**src/rtl/param_alu_pkg.sv**
```systemverilog
// Shared types and defaults for the parametrised ALU pipeline.
package param_alu_pkg;

    typedef enum logic [1:0] {
        MODE_ADD  = 2'd0,
        MODE_ADDS = 2'd1,
        MODE_SUB  = 2'd2,
        MODE_ACC  = 2'd3
    } alu_mode_e;

    localparam int unsigned DEFAULT_W = 4;

endpackage

```
**src/rtl/param_alu_core.sv**
```systemverilog
// Combinational datapath: add, saturating add, subtract, accumulate.
module param_alu_core
    import param_alu_pkg::*;
#(
    parameter int unsigned W     = DEFAULT_W,
    parameter int unsigned ACC_W = W
) (
    input  logic [W-1:0]     a,
    input  logic [W-1:0]     b,
    input  alu_mode_e        mode,
    input  logic [ACC_W-1:0] acc_eff,
    output logic [W-1:0]     sum,
    output logic             carry,
    output logic             ovf,
    output logic [ACC_W-1:0] acc_next
);

    logic [W:0]       add_raw;
    logic [W:0]       sub_raw;
    logic [ACC_W-1:0] a_ext;
    logic [ACC_W:0]   acc_raw;

    assign add_raw  = {1'b0, a} + {1'b0, b};
    // Bit W of the extended difference is the unsigned borrow.
    assign sub_raw  = {1'b0, a} - {1'b0, b};
    assign a_ext    = ACC_W'(a);
    assign acc_raw  = {1'b0, acc_eff} + {1'b0, a_ext};
    assign acc_next = acc_raw[ACC_W-1:0];

    always_comb begin
        sum   = add_raw[W-1:0];
        carry = add_raw[W];
        ovf   = (a[W-1] == b[W-1]) && (add_raw[W-1] != a[W-1]);
        unique case (mode)
            MODE_ADD: begin
                sum   = add_raw[W-1:0];
                carry = add_raw[W];
                ovf   = (a[W-1] == b[W-1]) && (add_raw[W-1] != a[W-1]);
            end
            MODE_ADDS: begin
                carry = add_raw[W];
                sum   = add_raw[W] ? '1 : add_raw[W-1:0];
                ovf   = add_raw[W];
            end
            MODE_SUB: begin
                sum   = sub_raw[W-1:0];
                carry = sub_raw[W];
                ovf   = (a[W-1] != b[W-1]) && (sub_raw[W-1] != a[W-1]);
            end
            MODE_ACC: begin
                sum   = acc_next[W-1:0];
                carry = acc_raw[ACC_W];
                ovf   = (acc_eff[ACC_W-1] == a_ext[ACC_W-1]) &&
                        (acc_next[ACC_W-1] != acc_eff[ACC_W-1]);
            end
            default: begin
                sum   = add_raw[W-1:0];
                carry = add_raw[W];
                ovf   = 1'b0;
            end
        endcase
    end

endmodule

```
**src/rtl/param_alu_pipe.sv**
```systemverilog
// Two-stage valid/ready ALU pipeline: operand register (S1) then result register.
module param_alu_pipe
    import param_alu_pkg::*;
#(
    parameter int unsigned W     = DEFAULT_W,
    parameter int unsigned ACC_W = W
) (
    input  logic         clk,
    input  logic         reset,
    input  logic         in_valid,
    output logic         in_ready,
    input  logic [W-1:0] in_a,
    input  logic [W-1:0] in_b,
    input  logic [1:0]   in_mode,
    input  logic         acc_clr,
    output logic         out_valid,
    input  logic         out_ready,
    output logic [W-1:0] out_sum,
    output logic         out_carry,
    output logic         out_ovf
);

    logic             s1_valid_q, s1_valid_d;
    logic [W-1:0]     s1_a_q, s1_a_d;
    logic [W-1:0]     s1_b_q, s1_b_d;
    alu_mode_e        s1_mode_q, s1_mode_d;
    logic             out_valid_q, out_valid_d;
    logic [W-1:0]     out_sum_q, out_sum_d;
    logic             out_carry_q, out_carry_d;
    logic             out_ovf_q, out_ovf_d;
    logic [ACC_W-1:0] acc_q, acc_d;

    logic             adv;
    logic             accept;
    logic             move;
    logic [ACC_W-1:0] acc_eff;
    logic [W-1:0]     core_sum;
    logic             core_carry;
    logic             core_ovf;
    logic [ACC_W-1:0] core_acc_next;

    assign adv      = ~out_valid_q | out_ready;
    assign in_ready = ~s1_valid_q | adv;
    assign accept   = in_valid & in_ready;
    assign move     = s1_valid_q & adv;
    // Clear takes effect before any accumulate in the same cycle.
    assign acc_eff  = acc_clr ? '0 : acc_q;

    param_alu_core #(
        .W     (W),
        .ACC_W (ACC_W)
    ) u_core (
        .a        (s1_a_q),
        .b        (s1_b_q),
        .mode     (s1_mode_q),
        .acc_eff  (acc_eff),
        .sum      (core_sum),
        .carry    (core_carry),
        .ovf      (core_ovf),
        .acc_next (core_acc_next)
    );

    always_comb begin
        s1_valid_d  = s1_valid_q;
        s1_a_d      = s1_a_q;
        s1_b_d      = s1_b_q;
        s1_mode_d   = s1_mode_q;
        out_valid_d = out_valid_q;
        out_sum_d   = out_sum_q;
        out_carry_d = out_carry_q;
        out_ovf_d   = out_ovf_q;
        acc_d       = acc_eff;

        if (accept) begin
            s1_valid_d = 1'b1;
            s1_a_d     = in_a;
            s1_b_d     = in_b;
            s1_mode_d  = alu_mode_e'(in_mode);
        end else if (move) begin
            s1_valid_d = 1'b0;
        end

        if (move) begin
            out_valid_d = 1'b1;
            out_sum_d   = core_sum;
            out_carry_d = core_carry;
            out_ovf_d   = core_ovf;
            if (s1_mode_q == MODE_ACC) begin
                acc_d = core_acc_next;
            end
        end else if (out_valid_q && out_ready) begin
            out_valid_d = 1'b0;
        end
    end

    always_ff @(posedge clk or posedge reset) begin
        if (reset) begin
            s1_valid_q  <= 1'b0;
            s1_a_q      <= '0;
            s1_b_q      <= '0;
            s1_mode_q   <= MODE_ADD;
            out_valid_q <= 1'b0;
            out_sum_q   <= '0;
            out_carry_q <= 1'b0;
            out_ovf_q   <= 1'b0;
            acc_q       <= '0;
        end else begin
            s1_valid_q  <= s1_valid_d;
            s1_a_q      <= s1_a_d;
            s1_b_q      <= s1_b_d;
            s1_mode_q   <= s1_mode_d;
            out_valid_q <= out_valid_d;
            out_sum_q   <= out_sum_d;
            out_carry_q <= out_carry_d;
            out_ovf_q   <= out_ovf_d;
            acc_q       <= acc_d;
        end
    end

    assign out_valid = out_valid_q;
    assign out_sum   = out_sum_q;
    assign out_carry = out_carry_q;
    assign out_ovf   = out_ovf_q;

endmodule

```
**config.mk**
```make
export PLATFORM = sky130hd
export DESIGN_NAME = param_alu_pipe
export DESIGN_NICKNAME = d
export VERILOG_FILES = /design/src/rtl/param_alu_pkg.sv /design/src/rtl/param_alu_core.sv /design/src/rtl/param_alu_pipe.sv
export SDC_FILE = /design/constraint.sdc
export NUM_CORES = 1
export LEC_CHECK = 0
export BUFFER_PORTS_ARGS = -buffer_cell sky130_fd_sc_hd__buf_4
export CORE_MARGIN = 2
export CORE_UTILIZATION = 40
export CTS_BUF_LIST = sky130_fd_sc_hd__clkbuf_8
export DETAILED_ROUTE_END_ITERATION = 7
export GPL_ROUTABILITY_DRIVEN = 0
export PLACE_DENSITY = 0.69
export RECOVER_POWER = 100
export SETUP_SLACK_MARGIN = 0.4
export SYNTH_ARGS = -nofsm -noshare
export SYNTH_HDL_FRONTEND = slang
export SYNTH_HIERARCHICAL = 1
export SYNTH_SLANG_ARGS = --single-unit
export TNS_END_PERCENT = 30
```
**constraint.sdc**
```tcl
create_clock -name clk -period 2.39 [get_ports clk]
set_input_delay 0.478 -clock clk [delete_from_list [all_inputs] [get_ports clk]]
set_output_delay 0.478 -clock clk [all_outputs]
set_load 0.01 [all_outputs]
```
==> run_summary.xml <==
<?xml version="1.0" encoding="UTF-8"?>
<metrics>
  <group name="placement">
    <metric name="dp_hpwl" unit="um">2330</metric>
    <metric name="placed_area" unit="mm2">0.00165</metric>
    <metric name="port_buffers" unit="">22</metric>
    <metric name="setup_slack_after_placement" unit="ps">110</metric>
  </group>
  <group name="synth">
    <metric name="synth_top_area_share" unit="">0.383</metric>
    <metric name="syn_area_per_cell" unit="um2">10.8</metric>
    <metric name="synth_top_cells_by_area" unit="">sky130_fd_sc_hd__dfrtp_1, sky130_fd_sc_hd__mux2_2, sky130_fd_sc_hd__ha_1, sky130_fd_sc_hd__fa_1, sky130_fd_sc_hd__inv_1</metric>
    <metric name="most_repeated_cell_in_the_gate_level_netlist_after_synthesis" unit="">sky130_fd_sc_hd__dfrtp_1</metric>
    <metric name="synth_simple_gate_area_frac" unit="">0.118</metric>
    <metric name="fraction_of_the_mapped_netlist_area_in_compound_gates" unit="">0.128</metric>
    <metric name="postSynth.topFlopCell" unit="">sky130_fd_sc_hd__dfrtp_1</metric>
    <metric name="synth-warning-count" unit="">6</metric>
    <metric name="largest_family_of_logic_cells_by_synthesized_area" unit="">multiplexers</metric>
    <metric name="synth-edff-count" unit="">0</metric>
    <metric name="syn_inst" unit="">133</metric>
    <metric name="synthXorXnorAreaFrac" unit="">0.0244</metric>
    <metric name="post_synth_num_cell_types" unit="">34</metric>
    <metric name="postSynthNetCount" unit="">163</metric>
    <metric name="yosys_register_bits" unit="">22</metric>
    <metric name="synth.cells.most_frequent" unit="">sky130_fd_sc_hd__dfrtp_1, sky130_fd_sc_hd__mux2_2, sky130_fd_sc_hd__inv_1</metric>
    <metric name="synth-async-reset-ratio" unit="">1.00</metric>
    <metric name="synthMuxAreaShare" unit="">0.157</metric>
    <metric name="synth_adder_area_share" unit="">0.146</metric>
    <metric name="part_of_the_yosys_area_used_for_sequential_elements" unit="">0.383</metric>
    <metric name="syn-cell-area" unit="mm2">0.00144</metric>
    <metric name="post-synth-top-area-cell" unit="">sky130_fd_sc_hd__dfrtp_1</metric>
  </group>
  <group name="status">
    <metric name="result_of_the_run" unit="">completed</metric>
  </group>
  <group name="cts">
    <metric name="cts.htree.levels" unit="">1</metric>
    <metric name="tritoncts" unit="">done</metric>
    <metric name="ctsRootBufferMaster" unit="">sky130_fd_sc_hd__clkbuf_8</metric>
    <metric name="insertion_delay" unit="ps">260</metric>
    <metric name="cts_buffer_depth" unit="">2</metric>
    <metric name="cts-buffers-inserted" unit="">3</metric>
    <metric name="clock_sink_count" unit="">22</metric>
    <metric name="path_clk_slew" unit="ps">80</metric>
  </group>
  <group name="grt">
    <metric name="vias_in_the_first_global_route" unit="">1219</metric>
    <metric name="grt_first_pass_wirelength" unit="um">5390</metric>
    <metric name="grt_util_met1" unit="">0.200</metric>
    <metric name="met3_capacity_usage_during_global_routing" unit="">0.0317</metric>
    <metric name="grt_use_met2" unit="">0.289</metric>
    <metric name="grt.total_usage" unit="">0.168</metric>
    <metric name="largest_net_degree_at_the_start_of_global_routing" unit="">23</metric>
    <metric name="grt_antenna_before_repair" unit="">0</metric>
    <metric name="grt-ovfl-total" unit="">0</metric>
    <metric name="top_usage_layer" unit="">met2</metric>
  </group>
  <group name="final_layout">
    <metric name="finish.net_count" unit="">195</metric>
    <metric name="area.sequential" unit="um2">552</metric>
    <metric name="antennaDiodeCount" unit="">0</metric>
    <metric name="post_route_cells_drive_above_1_share" unit="">0.341</metric>
    <metric name="filler_cell_count" unit="">312</metric>
    <metric name="area.growth.synth_to_final" unit="%">22.1</metric>
    <metric name="multi_input_comb_area" unit="um2">850</metric>
    <metric name="postLayoutCellArea" unit="mm2">0.00175</metric>
  </group>
  <group name="die">
    <metric name="core_area" unit="mm2">0.00339</metric>
    <metric name="core.rowCount" unit="">21</metric>
    <metric name="dieWidth" unit="um">63.9</metric>
    <metric name="fp.dieArea" unit="mm2">0.00409</metric>
    <metric name="io_pins" unit="">23</metric>
    <metric name="die_y" unit="um">63.9</metric>
    <metric name="initial_core_util" unit="">0.424</metric>
  </group>
  <group name="setup_path">
    <metric name="cpMaxStageDelayCell" unit="">sky130_fd_sc_hd__dfrtp_1</metric>
    <metric name="worst-r2r-setup-slack" unit="ps">210</metric>
    <metric name="critical_path_required" unit="ps">2540</metric>
    <metric name="worst-path-max-fanout" unit="">4</metric>
    <metric name="crit_path_start_kind" unit="">flip-flop</metric>
    <metric name="setup.worst_path.start" unit="">s1_a_q[0]</metric>
    <metric name="critical_path_arrival" unit="ps">2330</metric>
    <metric name="cp_slowest_stage_delay" unit="ps">430</metric>
    <metric name="worst_setup_path_class" unit="">reg2reg</metric>
    <metric name="cp_cell_sequence" unit="">ha_1 -&gt; fa_1 -&gt; a21oi_1 -&gt; o21bai_2 -&gt; a221oi_1 -&gt; a211oi_1 -&gt; mux2_2</metric>
    <metric name="crit_path_end_kind" unit="">flip-flop</metric>
    <metric name="rr_worst_depth" unit="">7</metric>
    <metric name="critical_path_cell_count" unit="">7</metric>
    <metric name="critical_path.reg2reg.endpoint" unit="">out_ovf</metric>
    <metric name="crit-reg2reg-launch" unit="">s1_a_q[0]</metric>
    <metric name="cp.buffers_inverters" unit="">0</metric>
    <metric name="critical_path.top_delay_family" unit="">compound AO/OA/AOI/OAI gates</metric>
  </group>
  <group name="sta">
    <metric name="grt_setup_unrepaired" unit="">yes</metric>
    <metric name="fin_skew" unit="ps">3.26</metric>
    <metric name="timing.fmax" unit="GHz">0.460</metric>
    <metric name="final_period_minus_worst_setup_slack" unit="ps">2180</metric>
    <metric name="hold_viol" unit="">0</metric>
    <metric name="timing.final.setup_violations" unit="">0</metric>
    <metric name="slew_violations" unit="">0</metric>
    <metric name="max_slew.worst_pin.slew" unit="ps">826</metric>
    <metric name="final.setup.worst_slack" unit="ps">214</metric>
    <metric name="totalNegativeSetupSlack" unit="ps">0</metric>
    <metric name="slew_limit_headroom" unit="">0.448</metric>
    <metric name="min_period_over_period" unit="">0.910</metric>
  </group>
  <group name="power_and_ir_drop">
    <metric name="worst_ir_drop_vdd" unit="V">0.000304</metric>
    <metric name="power.density_cell_area" unit="mW/mm2">778</metric>
    <metric name="leakage" unit="nW">0.796</metric>
  </group>
  <group name="routing">
    <metric name="drc_errors" unit="">0</metric>
    <metric name="routed_via_density" unit="">5.31</metric>
    <metric name="totalWireLength" unit="um">3170</metric>
    <metric name="drt_initial_violations" unit="">67</metric>
    <metric name="drt_first_pass_iters" unit="">4</metric>
    <metric name="post_drt_wl_per_cell" unit="um">15.1</metric>
    <metric name="drt.antenna.violating_nets" unit="">0</metric>
    <metric name="total_via_count_after_detailed_routing" unit="">1116</metric>
  </group>
  <group name="flow_run">
    <metric name="max-cap-violations" unit="">0</metric>
  </group>
  <group name="worst_hold_path">
    <metric name="min-delay-path-class" unit="">in2async</metric>
  </group>
</metrics>
[worst max path at each step]
stage,endpoint,slack [ps]
after floorplan,out_ovf,410
after global placement,out_ovf,190
after detailed placement,out_ovf,110
after CTS,out_sum[3],310
after global routing,out_ovf,130
final,out_ovf,210
[placed cells by master (no fill, tap or decap), types with 2 or more instances in the layout]
cell / n
sky130_fd_sc_hd__ha_1: 10
sky130_fd_sc_hd__dfrtp_1: 21
sky130_fd_sc_hd__inv_2: 2
sky130_fd_sc_hd__a21oi_1: 6
sky130_fd_sc_hd__fa_1: 3
sky130_fd_sc_hd__xnor2_1: 4
sky130_fd_sc_hd__o21ai_0: 5
sky130_fd_sc_hd__inv_1: 12
sky130_fd_sc_hd__nand2b_1: 2
sky130_fd_sc_hd__clkbuf_8: 4
sky130_fd_sc_hd__clkbuf_1: 8
sky130_fd_sc_hd__nand2_1: 4
sky130_fd_sc_hd__nor2b_1: 6
sky130_fd_sc_hd__buf_4: 20
sky130_fd_sc_hd__a211oi_1: 5
sky130_fd_sc_hd__nor2_1: 10
sky130_fd_sc_hd__mux2_2: 20
[logic make-up (layout without fill, tap and decap cells)]
group                    count (synthesis)  after routing
AO/OA/AOI/OAI                           26             26
multiplexers                            20             20
XOR/XNOR                                 4              4
adder cells (fa/ha/maj)                 15             15
flip-flops                              22             22
AND/OR/NAND/NOR                         30             30
buffers and inverters                   16             47
[stage by stage]
step | hold slack [ps] | util | power (mW) | cells
after CTS | 418 | 0.521 | 1.39 | 208
after detailed placement | 506 | 0.487 | 1.08 | 199
after global routing | 423 | 0.518 | 1.46 | 210
after floorplan | 467 | - | 0.884 | 133
final | 379 | 0.518 | 1.36 | 210
after global placement | 495 | 0.487 | 1.06 | 199
[layer usage]
layer  wire (um)  vias to the layer above
li1            -                      525
met5           0                        -
met1        1320                      549
met2        1630                       36
met4          58                        0
met3         168                        6
[timing repair]
item                       CTS  global route
hold buffers                 0             0
hold endpoints to repair     0             0
pin swaps                    2             4
resized for setup            8             4
setup buffers                5             2
setup endpoints to repair    6             6
[where the power goes]
| group | switching [mW] | total, mW | leakage, nW | internal (mW) |
|---|---|---|---|---|
| clock | 0.120 | 0.267 | 0.0288 | 0.147 |
| sequential | 0.0691 | 0.525 | 0.260 | 0.455 |
| combinational | 0.296 | 0.573 | 0.507 | 0.277 |
[state kept, by name, summed over array words and instances (netlist names)]
register,flops
acc_q,4
out_sum,4
s1_a_q,4
s1_b_q,4
s1_mode_q,2
out_carry,1
out_ovf,1
out_valid,1
s1_valid_q,1
[final cells by class]
cell class	instances	share of cell area
inverters	14	0.0300
repair buffers	29	0.107
flip-flops and latches	22	0.315
well taps	46	0.0328
multi-input cells	95	0.484
clock buffers	4	0.0314
No activity file was read; power rests on OpenSTA's default activity.
